[config.mk]
export PLATFORM = sky130hd
export DESIGN_NAME = mouse_cursor_tracker
export DESIGN_NICKNAME = d
export VERILOG_FILES = /design/src/rtl/mouse_pkg.sv /design/src/rtl/mouse_axis_update.sv /design/src/rtl/mouse_cursor_tracker.sv
export SDC_FILE = /design/constraint.sdc
export NUM_CORES = 1
export LEC_CHECK = 0
export ABC_AREA = 0
export CAP_MARGIN = 10
export CORE_MARGIN = 4
export CORE_UTILIZATION = 60
export DETAILED_ROUTE_END_ITERATION = 7
export PLACE_DENSITY = 0.83
export SETUP_SLACK_MARGIN = 0.05
export SYNTH_ARGS = -nofsm -noshare
export SYNTH_HDL_FRONTEND = slang
export SYNTH_SLANG_ARGS = --single-unit
[constraint.sdc]
create_clock -name clk -period 4.45 [get_ports clk]
set_clock_uncertainty 0.1 [all_clocks]
set_input_delay 0.6675 -clock clk [delete_from_list [all_inputs] [get_ports clk]]
set_output_delay 0.6675 -clock clk [all_outputs]
set_load 0.01 [all_outputs]
[src/rtl/mouse_pkg.sv]
// Shared definitions for the PS/2 mouse cursor tracker: FSM states,
// byte1 bit positions and default screen resolution.
package mouse_pkg;

  typedef enum logic [2:0] {
    WAIT_B1,
    WAIT_B2,
    WAIT_B3,
    WAIT_B4,
    UPDATE
  } state_t;

  localparam int B1_LEFT   = 0;
  localparam int B1_RIGHT  = 1;
  localparam int B1_MIDDLE = 2;
  localparam int B1_SYNC   = 3;
  localparam int B1_XSIGN  = 4;
  localparam int B1_YSIGN  = 5;
  localparam int B1_XOVF   = 6;
  localparam int B1_YOVF   = 7;

  localparam int DEF_H_RES = 640;
  localparam int DEF_V_RES = 480;

endpackage

[src/rtl/mouse_axis_update.sv]
// One cursor axis: sign-extend and scale a 9-bit PS/2 delta, add or
// subtract it from the current position and clamp to the screen range.
module mouse_axis_update #(
  parameter int RES         = 640,
  parameter int POS_W       = 10,
  parameter int SPEED_SHIFT = 0
) (
  input  logic [POS_W-1:0]  pos,
  input  logic signed [8:0] delta,
  input  logic              negate,
  output logic [POS_W-1:0]  pos_next
);

  localparam int EW = POS_W + 4;
  localparam logic signed [EW-1:0] MAX_POS = EW'(RES - 1);

  logic signed [EW-1:0] delta_ext;
  logic signed [EW-1:0] step;
  logic signed [EW-1:0] base;
  logic signed [EW-1:0] sum;

  assign delta_ext = {{(EW-9){delta[8]}}, delta};
  assign step      = delta_ext <<< SPEED_SHIFT;
  assign base      = signed'({4'b0000, pos});
  assign sum       = negate ? (base - step) : (base + step);

  // The wide sum can never wrap, so its sign bit alone tells underflow.
  always_comb begin
    pos_next = sum[POS_W-1:0];
    if (sum[EW-1]) begin
      pos_next = '0;
    end else if (sum > MAX_POS) begin
      pos_next = POS_W'(RES - 1);
    end
  end

endmodule

[src/rtl/mouse_cursor_tracker.sv]
// PS/2 mouse packet parser that keeps a clamped on-screen cursor position,
// button state and optional wheel delta.
module mouse_cursor_tracker
  import mouse_pkg::*;
#(
  parameter int H_RES       = DEF_H_RES,
  parameter int V_RES       = DEF_V_RES,
  parameter int POS_W       = 10,
  parameter int WHEEL_EN    = 0,
  parameter int SPEED_SHIFT = 0,
  parameter int TIMEOUT_CYC = 2_000_000
) (
  input  logic             clk,
  input  logic             rst,
  input  logic [7:0]       rx_data,
  input  logic             rx_valid,
  output logic [POS_W-1:0] x_pos,
  output logic [POS_W-1:0] y_pos,
  output logic [2:0]       buttons,
  output logic [3:0]       wheel,
  output logic             pkt_valid,
  output logic             sync_err
);

  localparam int TW = $clog2(TIMEOUT_CYC + 1);

  state_t          state;
  logic [TW-1:0]   timer;
  logic [2:0]      hdr_btn;
  logic            hdr_xsign, hdr_ysign, hdr_xovf, hdr_yovf;
  logic [7:0]      x_byte, y_byte;
  logic [3:0]      wheel_nib;
  logic signed [8:0] dx, dy;
  logic [POS_W-1:0]  x_next, y_next;
  logic            timed_out;
  logic            b1_slot;

  assign dx = hdr_xovf ? 9'd0 : {hdr_xsign, x_byte};
  assign dy = hdr_yovf ? 9'd0 : {hdr_ysign, y_byte};

  assign timed_out = ((state == WAIT_B2) || (state == WAIT_B3) || (state == WAIT_B4))
                     && (timer == TW'(TIMEOUT_CYC));

  // Cycles in which an incoming byte is judged as a possible first byte.
  assign b1_slot = (state == WAIT_B1) || (state == UPDATE) || timed_out;

  mouse_axis_update #(.RES(H_RES), .POS_W(POS_W), .SPEED_SHIFT(SPEED_SHIFT)) u_x (
    .pos      (x_pos),
    .delta    (dx),
    .negate   (1'b0),
    .pos_next (x_next)
  );

  // PS/2 positive Y is upward while screen Y grows downward.
  mouse_axis_update #(.RES(V_RES), .POS_W(POS_W), .SPEED_SHIFT(SPEED_SHIFT)) u_y (
    .pos      (y_pos),
    .delta    (dy),
    .negate   (1'b1),
    .pos_next (y_next)
  );

  always_ff @(posedge clk) begin
    if (rst) begin
      state     <= WAIT_B1;
      timer     <= '0;
      hdr_btn   <= '0;
      hdr_xsign <= 1'b0;
      hdr_ysign <= 1'b0;
      hdr_xovf  <= 1'b0;
      hdr_yovf  <= 1'b0;
      x_byte    <= '0;
      y_byte    <= '0;
      wheel_nib <= '0;
      x_pos     <= POS_W'(H_RES / 2);
      y_pos     <= POS_W'(V_RES / 2);
      buttons   <= '0;
      wheel     <= '0;
      pkt_valid <= 1'b0;
      sync_err  <= 1'b0;
    end else begin
      pkt_valid <= 1'b0;
      sync_err  <= 1'b0;
      if (b1_slot) begin
        timer <= '0;
        if (state == UPDATE) begin
          x_pos     <= x_next;
          y_pos     <= y_next;
          buttons   <= hdr_btn;
          wheel     <= (WHEEL_EN != 0) ? wheel_nib : 4'd0;
          pkt_valid <= 1'b1;
        end
        if (rx_valid && rx_data[B1_SYNC]) begin
          hdr_btn   <= {rx_data[B1_MIDDLE], rx_data[B1_RIGHT], rx_data[B1_LEFT]};
          hdr_xsign <= rx_data[B1_XSIGN];
          hdr_ysign <= rx_data[B1_YSIGN];
          hdr_xovf  <= rx_data[B1_XOVF];
          hdr_yovf  <= rx_data[B1_YOVF];
          state     <= WAIT_B2;
        end else begin
          state <= WAIT_B1;
        end
        sync_err <= timed_out || (rx_valid && !rx_data[B1_SYNC]);
      end else if (rx_valid) begin
        timer <= '0;
        case (state)
          WAIT_B2: begin
            x_byte <= rx_data;
            state  <= WAIT_B3;
          end
          WAIT_B3: begin
            y_byte <= rx_data;
            state  <= (WHEEL_EN != 0) ? WAIT_B4 : UPDATE;
          end
          WAIT_B4: begin
            wheel_nib <= rx_data[3:0];
            state     <= UPDATE;
          end
          default: state <= WAIT_B1;
        endcase
      end else begin
        timer <= timer + TW'(1);
      end
    end
  end

endmodule

==> flow_summary.ini <==
[sta]
worst_pin_slew_ns = 0.747
relSlewSlack = 0.502
final.period_utilization = 0.720
fin_tns_setup_ns = 0
rsz0062_at_grt = false
slew_violations = 0
period_needed_ns = 3.20
fin_hold_ws_ns = 0.356
setup_viol_count_final = 0
hold_viol_final = 0
setup_slack_ns = 1.25
max_freq_ghz = 0.312

[setup_path]
critPathSlowestCell = dfxtp_1
ff2ff_path_depth = 12
slowest_delay_ns = 0.42
worstSetupPathType = reg2reg
cp.required_ns = 4.59
crit_chain = nor2b_1 -> ha_1 -> inv_1 -> fa_1 -> nor2b_1 -> o31a_1 -> o221ai_1 -> o21ai_1 -> or4_4 -> o311a_4 -> a21oi_1 -> a211o_1
worst_setup_path_end_kind = register
critPathMostFrequentCell = nor2b_1
cp_data_arrival_time_ns = 3.34
cp_max_fo = 11
cp-start-kind = register

[clocking]
cts_tree = built
cts.sinks = 72
path_clk_slew_ns = 0.09
clockBufferDepth = 2
cts_setup_buffers = 0
root_buffer = clkbuf_8
numCtsBuffers = 9
cts_max_level = 3
cts_resized = 0
postCtsHoldBufs = 0
insertion_delay_ns = 0.35

[logic_synthesis]
ys.warnings.count = 0
syn_area_um2 = 4000
synth.ff_latch_count = 72
synth_edf_count = 0
async_flop_share = 0
seq_area_frac_synth = 0.360
synth_cells = 468
ys.flop_type = dfxtp_1
synth.avg_cell_area_um2 = 8.56
synth.distinct_cells = 61

[job]
max_cap_violations = 0

[place]
gp_congestion = 0.892
place_ws_ns = 1.30
hpwl_mm = 6.42
placement.io_buffers = 35

[route]
viasPerCell = 5.89
vias = 3417
route.detailed.drc = 0
dr.first_iter.drc_count = 121
wl_mm = 8.65
drt_first_pass_iters = 4
wl_per_cell_um = 14.9
ant_nets = 0

[final_layout]
layout_common_cells = dfxtp_1, nor2_1, nand2_1
drive_gt1_frac = 0.0636
n_antenna_cell = 0
finish.utilization = 0.709
layout_commonest_cell = dfxtp_1
n_fill_cell = 494
area_growth_pct = 13.7
finalNetCount = 535

[die]
die_x_um = 89.7
initial_core_util = 0.623
ios = 40
die_area_um2 = 8040
die_h_um = 89.7
fp-row-count = 29
design.core.area_um2 = 6420

[worst_hold_path]
hold_path_class = reg2reg
hold-path-cell-count = 2

[global_routing]
grt_pass1_vias = 3257
grt_overflow = 0
grt_max_degree = 52
antenna_found_initial = 0
grt_pass1_wl_mm = 14.5
grt_usage = 0.231

[run_status]
status = finished clean

[pwr]
power_w = 0.00123
power_leakage_nw = 1.79
power_density_nw_per_um2 = 271
peakVddDrop_v = 0.000275
[kinds of logic after synthesis]
logic type / after synthesis / synth area share
AOI/OAI and AO/OA: 102 / 0.175
DFF: 72 / 0.360
other: 1 / 0.000937
muxes: 24 / 0.0603
adders and majority gates: 26 / 0.0850
buffers and inverters: 42 / 0.0456
and+or+nand+nor: 170 / 0.205
xor gates and xnor gates: 31 / 0.0678
[cell usage after synthesis, drive strengths merged, types with 13 or more instances]
master | number | share of area
a21oi | 36 | 0.048
clkbuf | 13 | 0.012
dfxtp | 72 | 0.36
ha | 24 | 0.075
inv | 21 | 0.020
mux2i | 23 | 0.057
nand2 | 36 | 0.034
nand2b | 13 | 0.022
nand3 | 14 | 0.019
nor2 | 66 | 0.062
o21ai | 15 | 0.020
xnor2 | 15 | 0.033
xor2 | 16 | 0.035
[through the flow]
step                      cell area [µm²]  cells
after floorplan                      4020    471
after global placement               4370    564
after detailed placement             4370    564
after CTS                            4550    580
after global routing                 4550    580
final                                4550    580
[power by group]
part           switching [W]  internal [W]   total, W
Clock               0.000275      0.000212   0.000487
Sequential        0.00000545      0.000650   0.000656
Combinational      0.0000542     0.0000363  0.0000905
[final timing paths]
check | from | end | slack, ns
setup / recovery | hdr_xovf$_SDFFE_PP0P_ | x_pos[6]$_SDFFE_PP1P_ | 1.25
hold / removal | buttons[0]$_SDFFE_PP0P_ | buttons[0]$_SDFFE_PP0P_ | 0.36
setup reg to reg | hdr_xovf$_SDFFE_PP0P_ | x_pos[6]$_SDFFE_PP1P_ | 1.25
hold reg to reg | buttons[0]$_SDFFE_PP0P_ | buttons[0]$_SDFFE_PP0P_ | 0.36
[registers in the layout, indices dropped and copies added, names as in the netlist]
signal / flops
buttons: 3
y_byte: 8
sync_err: 1
hdr_ysign: 1
y_pos: 10
timer: 21
x_byte: 8
x_pos: 10
hdr_xovf: 1
hdr_btn: 3
pkt_valid: 1
hdr_yovf: 1
hdr_xsign: 1
state: 3
[layer usage]
layer | track usage | routed length (µm) | vias to the layer above
met1 | 0.280 | 3760 | 1633
met2 | 0.397 | 4360 | 73
li1 | - | - | 1690
met5 | 0 | 0 | -
met4 | 0.0934 | 177 | 0
met3 | 0.0474 | 350 | 21
[worst max-delay path: cells and delay by family, from the launching register on]
family	cells	cell delay [ns]
AOI/OAI and AO/OA	6	1.31
adders and majority gates	2	0.60
buffers and inverters	1	0.06
DFF	1	0.42
and+or+nand+nor	3	0.59
[area by class of cell]
class                      instances  area [µm²]  area share
multi-input combinational        357        2390       0.525
sequential                        72        1440       0.317
timing repair buffer              37         360      0.0792
clock buffer                       9         124      0.0272
tap                               77        96.3      0.0212
inverter                          21        78.8      0.0173
clock inverter                     7        58.8      0.0129
(Power assumes the default switching activity.)
